## src/rtl/mr_pkg.sv

```systemverilog
// Shared definitions for the MR-stage memory-read sequencer.
//   - Default D-cache line size, its offset width and the address width.
//   - FSM state encoding (plain constants so legacy tools can read them).
//   - Operand size codes and a helper that turns a size code into a byte count.
package mr_pkg;

    localparam int MR_LINE_BYTES = 16;
    localparam int MR_OFF_W      = $clog2(MR_LINE_BYTES);
    localparam int MR_ADDR_W     = 32;

    localparam logic [2:0] ST_IDLE  = 3'd0;
    localparam logic [2:0] ST_REQ1  = 3'd1;
    localparam logic [2:0] ST_REQ2  = 3'd2;
    localparam logic [2:0] ST_DONE  = 3'd3;
    localparam logic [2:0] ST_DRAIN = 3'd4;

    typedef enum logic [1:0] {
        SZ_BYTE = 2'd0,
        SZ_HALF = 2'd1,
        SZ_WORD = 2'd2,
        SZ_ILL  = 2'd3
    } size_e;

    // Code 3 is illegal; it is read as a 4-byte operand.
    function automatic logic [2:0] size_bytes(input logic [1:0] sz);
        logic [2:0] nb;
        case (sz)
            SZ_BYTE: nb = 3'd1;
            SZ_HALF: nb = 3'd2;
            default: nb = 3'd4;
        endcase
        return nb;
    endfunction

endpackage

```

## src/rtl/mr_read_seq_byte_extract.sv

```systemverilog
// byte_extract: combinational byte picker shared by both read phases.
// Copies count_i bytes of line_i, starting at byte start_i, into the 32-bit
// result beginning at byte lane lane_i. Lanes not written are zero and have
// their byte-enable cleared.
//   line_i   in  one D-cache line (byte i at bits [8i+7:8i])
//   start_i  in  first source byte within the line
//   count_i  in  number of bytes to copy (0..4)
//   lane_i   in  first destination byte lane (0..3)
//   val_o    out byte-placed value, zero outside the enabled lanes
//   be_o     out per-lane byte enable
module byte_extract
    import mr_pkg::*;
#(
    parameter  int LINE_BYTES = MR_LINE_BYTES,
    localparam int OFF_W      = $clog2(LINE_BYTES)
) (
    input  logic [8*LINE_BYTES-1:0] line_i,
    input  logic [OFF_W-1:0]        start_i,
    input  logic [2:0]              count_i,
    input  logic [2:0]              lane_i,
    output logic [31:0]             val_o,
    output logic [3:0]              be_o
);

    genvar gi;
    generate
        for (gi = 0; gi < 4; gi++) begin : g_lane
            logic [2:0]       rel;
            logic [OFF_W-1:0] src;

            // Position of this lane relative to the first destination lane.
            assign rel          = 3'(gi) - lane_i;
            assign be_o[gi]     = (3'(gi) >= lane_i) && (rel < count_i);
            assign src          = start_i + OFF_W'(rel);
            assign val_o[8*gi +: 8] = be_o[gi] ? line_i[{src, 3'b000} +: 8] : 8'h00;
        end
    endgenerate

endmodule

```

## src/rtl/mr_read_seq.sv

```systemverilog
// mr_read_seq: MR-stage memory-read sequencer.
// Issues one D-cache line read, or two when the operand straddles a line
// boundary, merges and zero-extends the bytes, and holds the result with
// read_finished until the stage advances or is flushed. A flush that catches
// an outstanding request keeps the request up until its ack (DRAIN).
//   clk, reset      clock and synchronous active-high reset
//   mr_v, re        MR latch valid / instruction needs a memory read
//   addr, size      operand byte address and size code
//   mr_adv, flush   stage advance / kill current instruction
//   dc_req, dc_addr line read request and line-aligned address
//   dc_ack, dc_data request consumed and its line data
//   read_finished   mem_val valid for the current instruction
//   mem_val         merged, zero-extended read data
module mr_read_seq
    import mr_pkg::*;
#(
    parameter int LINE_BYTES = MR_LINE_BYTES,
    parameter int ADDR_W     = MR_ADDR_W
) (
    input  logic                    clk,
    input  logic                    reset,
    input  logic                    mr_v,
    input  logic                    re,
    input  logic [ADDR_W-1:0]       addr,
    input  logic [1:0]              size,
    input  logic                    mr_adv,
    input  logic                    flush,
    output logic                    dc_req,
    output logic [ADDR_W-1:0]       dc_addr,
    input  logic                    dc_ack,
    input  logic [8*LINE_BYTES-1:0] dc_data,
    output logic                    read_finished,
    output logic [31:0]             mem_val
);

    localparam int OFF_W = $clog2(LINE_BYTES);

    logic [2:0]        state_q, state_d;
    logic              dc_req_q, dc_req_d;
    logic [ADDR_W-1:0] dc_addr_q, dc_addr_d;
    logic              rf_q, rf_d;
    logic [31:0]       mem_val_q, mem_val_d;

    logic [2:0]       nb;
    logic [OFF_W-1:0] off;
    logic [OFF_W:0]   off_sum;
    logic             split;
    logic [2:0]       k3;

    logic [OFF_W-1:0] ex_start;
    logic [2:0]       ex_count;
    logic [2:0]       ex_lane;
    logic [31:0]      ex_val;
    logic [3:0]       ex_be;
    logic [31:0]      ex_mask;

    // addr and size are stable while the read is in flight, so the split
    // geometry is recomputed every cycle instead of being stored.
    assign nb      = size_bytes(size);
    assign off     = addr[OFF_W-1:0];
    assign off_sum = {1'b0, off} + (OFF_W+1)'(nb);
    assign split   = off_sum > (OFF_W+1)'(LINE_BYTES);
    // Bytes left in the first line (LINE_BYTES - off). Only used when split,
    // where it is 1..3, so the low three bits of -off are enough.
    assign k3      = 3'(OFF_W'(0) - off);

    // One extractor serves both phases: the tail of the first line into the
    // low lanes, then the head of the second line into the lanes above it.
    always_comb begin
        if (state_q == ST_REQ2) begin
            ex_start = '0;
            ex_count = nb - k3;
            ex_lane  = k3;
        end else begin
            ex_start = off;
            ex_count = split ? k3 : nb;
            ex_lane  = 3'd0;
        end
    end

    byte_extract #(
        .LINE_BYTES (LINE_BYTES)
    ) u_extract (
        .line_i  (dc_data),
        .start_i (ex_start),
        .count_i (ex_count),
        .lane_i  (ex_lane),
        .val_o   (ex_val),
        .be_o    (ex_be)
    );

    genvar gi;
    generate
        for (gi = 0; gi < 4; gi++) begin : g_mask
            assign ex_mask[8*gi +: 8] = {8{ex_be[gi]}};
        end
    endgenerate

    always_comb begin
        state_d   = state_q;
        dc_addr_d = dc_addr_q;
        mem_val_d = mem_val_q;
        case (state_q)
            ST_IDLE: begin
                if (mr_v && re && !flush) begin
                    state_d   = ST_REQ1;
                    dc_addr_d = {addr[ADDR_W-1:OFF_W], {OFF_W{1'b0}}};
                end
            end
            ST_REQ1: begin
                if (dc_ack) begin
                    if (flush) begin
                        state_d = ST_IDLE;
                    end else begin
                        // Full overwrite: lanes above the captured bytes clear.
                        mem_val_d = ex_val;
                        if (split) begin
                            state_d   = ST_REQ2;
                            dc_addr_d = dc_addr_q + ADDR_W'(LINE_BYTES);
                        end else begin
                            state_d = ST_DONE;
                        end
                    end
                end else if (flush) begin
                    state_d = ST_DRAIN;
                end
            end
            ST_REQ2: begin
                if (dc_ack) begin
                    if (flush) begin
                        state_d = ST_IDLE;
                    end else begin
                        mem_val_d = (mem_val_q & ~ex_mask) | ex_val;
                        state_d   = ST_DONE;
                    end
                end else if (flush) begin
                    state_d = ST_DRAIN;
                end
            end
            ST_DONE: begin
                if (mr_adv || flush) begin
                    state_d = ST_IDLE;
                end
            end
            ST_DRAIN: begin
                // The cache still owns the request; wait it out, drop the data.
                if (dc_ack) begin
                    state_d = ST_IDLE;
                end
            end
            default: state_d = ST_IDLE;
        endcase
    end

    assign dc_req_d = (state_d == ST_REQ1) || (state_d == ST_REQ2) || (state_d == ST_DRAIN);
    assign rf_d     = (state_d == ST_DONE);

    always_ff @(posedge clk) begin
        if (reset) begin
            state_q   <= ST_IDLE;
            dc_req_q  <= 1'b0;
            dc_addr_q <= '0;
            rf_q      <= 1'b0;
            mem_val_q <= '0;
        end else begin
            state_q   <= state_d;
            dc_req_q  <= dc_req_d;
            dc_addr_q <= dc_addr_d;
            rf_q      <= rf_d;
            mem_val_q <= mem_val_d;
        end
    end

    assign dc_req        = dc_req_q;
    assign dc_addr       = dc_addr_q;
    assign read_finished = rf_q;
    assign mem_val       = mem_val_q;

endmodule

```

## config.mk

```make
export PLATFORM = sky130hd
export DESIGN_NAME = mr_read_seq
export DESIGN_NICKNAME = d
export VERILOG_FILES = /design/src/rtl/mr_pkg.sv /design/src/rtl/mr_read_seq_byte_extract.sv /design/src/rtl/mr_read_seq.sv
export SDC_FILE = /design/constraint.sdc
export NUM_CORES = 1
export LEC_CHECK = 0
export ABC_AREA = 1
export BUFFER_PORTS_ARGS = -buffer_cell sky130_fd_sc_hd__buf_2
export CORE_UTILIZATION = 40
export CTS_CLUSTER_SIZE = 12
export DETAILED_ROUTE_END_ITERATION = 12
export GPL_ROUTABILITY_DRIVEN = 0
export PLACE_DENSITY = 0.63
export SKIP_CTS_REPAIR_TIMING = 1
export SYNTH_ARGS = -nofsm -noshare
export SYNTH_HDL_FRONTEND = slang
export SYNTH_SLANG_ARGS = --single-unit
```

## constraint.sdc

```tcl
create_clock -name clk -period 7.7 [get_ports clk]
set_input_delay 0.77 -clock clk [delete_from_list [all_inputs] [get_ports clk]]
set_output_delay 0.77 -clock clk [all_outputs]
set_load 0.02 [all_outputs]
```

==> qor.txt <==
Status: complete, no violations
Routed vias: 10405
Drt wl/cell: 16.44 µm
Slew @ Worst Pin: 1.058 ns
CTS max path bufs: 2
Initial antenna violation count: 0
Worst path max stage delay: 0.71 ns
Logic pwr share: 40.6%
Leak: 4.840 nW
Core ar.: 0.02043 mm²
VDD IR-drop max: 0.0001157 V
Drt via density: 5.386
Clk Latency, worst-skew pair: 0.35 ns
CP Launch Type: primary input
CP required: 7.97 ns
Clock Skew: 0.007955 ns
Hold_ws: 0.4610 ns
WP data arrival: 5.21 ns
Syn avg cell area: 5.616 µm²
Critical-path cell list: buf_4 > inv_2 > ha_1 > inv_1 > nor2_1 > inv_1 > ha_1 > inv_1 > fa_1 > buf_4 > inv_1 > o21ai_0 > o211ai_1 > nand2_1 > nand3_1 > nand3_1 > a21oi_1
Final Hold Vio Count: 0
Register bit count reported by yosys: 65
Mapped Area: 0.008407 mm²
Worst setup margin: 2.760 ns
Initial core utilization: 41.15%
Maxcap violations: 0
Post-route DRC: 0
Mapped Cells: 1497
Post-route insts no fill: 1932
Fmax: 202.4 MHz
Ys Warns: 0
Routed Antenna Nets: 0
Setup Viol. Count Final: 0
DPL Wire Length: 24.40 mm
CTS tree: built
Int Power: 0.8298 mW
XOR/XNOR Fraction of Synth Area: 3.408%
EDFF count, synth: 0
RSZ-0062 raised after global routing: no
Placed cell areas: 0.009577 mm²
Relative slew margins: 29.50%
1st-iter DRT viols: 1142
Final period util: 64.15%
First-pass GRT wire length: 49.60 mm
Clock Power Share: 33.3%
Post-Synth Adder-Cell Area: 3.751%
Sequential share of power: 26.1%
Total Die Area: 0.02160 mm²
Post-synthesis mux area share: 2.143%
H-tree levels: 3
Ratio of cells with drive above 1 in the final layout: 18.95%
CP top delay family: buffers and inverters
Ys flop type: dfxtp_1
Finished Cell Area: 0.009906 mm²
CP max-delay cell: inv_1
Worst slack at placement: 2.541 ns
Clock sinks: 65
Critical Path Fanout Max: 76
Final Util: 48.49%
Largest net degree at the start of global routing: 125
IO Port Bufs: 230
HP Start: mem_val[12]
TNS Setup: 0 ns
Hold Crit Class: flip-flop to flip-flop
Global route total overflow: 0
Routed wire length: 31.76 mm
Cell mode on critical path: inv_1
CTS clock-pin slew for the worst setup and hold paths: 0.06 ns
Yosys cell types: 49
Area delta synth->final: 17.83%
# fillers: 2227
Max-slew violation count: 0
Tmin final: 4.940 ns
# diodes: 0
First-pass iteration count of the detailed router: 6
Pwr per Cell Area: 139.6 mW/mm²
Crit path kind: primary input to flip-flop
CP startpoint: addr[0]
Number of global-route vias before repair: 9145
# rows: 52
Dpl cells: 1916
Reg2Reg Setup Slack: 3.32 ns
Die W: 147.0 µm
DIE HEIGHT: 147.0 µm
CTS Buf Count: 9
Post-synthesis simple-gate area fraction: 34.02%
Sw frac: 40.00%
Root Buffer: clkbuf_16
Compound-gate portion of the synthesized area: 28.47%
Largest family of logic cells by synthesized area: simple AND/OR/NAND/NOR gates
Switching pwr: 0.5533 mW
CP endpoint kind: flip-flop
I/O pin count: 235
Post-synth ARST share: 0%
Total chip power: 1.383 mW
Sequential share of the synthesized area: 15.48%
Critical path buffers and inverters: 7
Final nets: 1850
Reg2reg start: state_q[0]
GRT Util Overall: 29.10%
[power groups by stage]
stage          Clock, mW  Combinational, mW  Sequential (mW)
2_1_floorplan          0              0.363            0.379
3_3_place_gp           0              0.542            0.368
3_5_place_dp           0              0.547            0.368
4_1_cts            0.466              0.549            0.361
5_1_grt            0.481              0.619            0.363
6_report           0.460              0.562            0.361
[worst paths after layout]
path	end	depth (start not counted)
max reg2reg	mem_val[17]	15
max	mem_val[17]	17
min	mem_val[12]	2
min reg2reg	mem_val[12]	2
[per-layer routing]
metal  track usage [%]  routed length [µm]
met3             4.037                2581
met5                 0                   0
met2             43.53               13290
met1             40.44               14370
met4             15.26                1525
[sequential cells by signal, summed over array words and instances, names as in the netlist]
| name | cells |
|---|---|
| read_finished | 1 |
| mem_val | 32 |
| dc_addr | 28 |
| dc_req | 1 |
| state_q | 3 |
[cells in the final DEF, fill, tap and decap left out, drive strengths merged, types with 22 or more instances in the layout]
cell type  instances
nor2              83
buf              239
ha                22
inv              174
o211ai            72
a21oi             50
dfxtp             65
nand2            472
nand3             85
o21ai            255
[cell type report]
cell class,count,area (µm²),share of cell area (%)
multi-input combinational,1169,6065,61.22
sequential,65,1301,13.14
timing repair buffer,239,1221,12.33
inverter,173,651.9,6.581
tap,270,337.8,3.410
clock buffer,10,239.0,2.413
clock inverter,6,90.09,0.9094
[cells by family after synthesis]
logic type,after synthesis
AND/OR/NAND/NOR,683
AO/OA/AOI/OAI,412
buffers and inverters,268
flip-flops,65
XOR/XNOR,28
adder cells (fa/ha/maj),24
multiplexers,16
other,1
[tightest hold or removal path: stages, from the launching register on]
cell and delay [ns]:
dfxtp_1 0.30, nand2_1 0.06, a21oi_1 0.05
[synth_stat cells (16+ instances only)]
cell type	number	area [µm²]
nand2_1	464	1742
o211ai_1	64	480.5
nor2_1	80	300.3
ha_1	22	275.3
dfxtp_1	65	1301
buf_2	16	80.08
a21oi_1	47	235.2
nand3_1	79	395.4
o21ai_0	238	1191
o21ai_1	16	80.08
inv_1	160	600.6
clkbuf_1	64	240.2
Power figures use the tool's default switching activity.
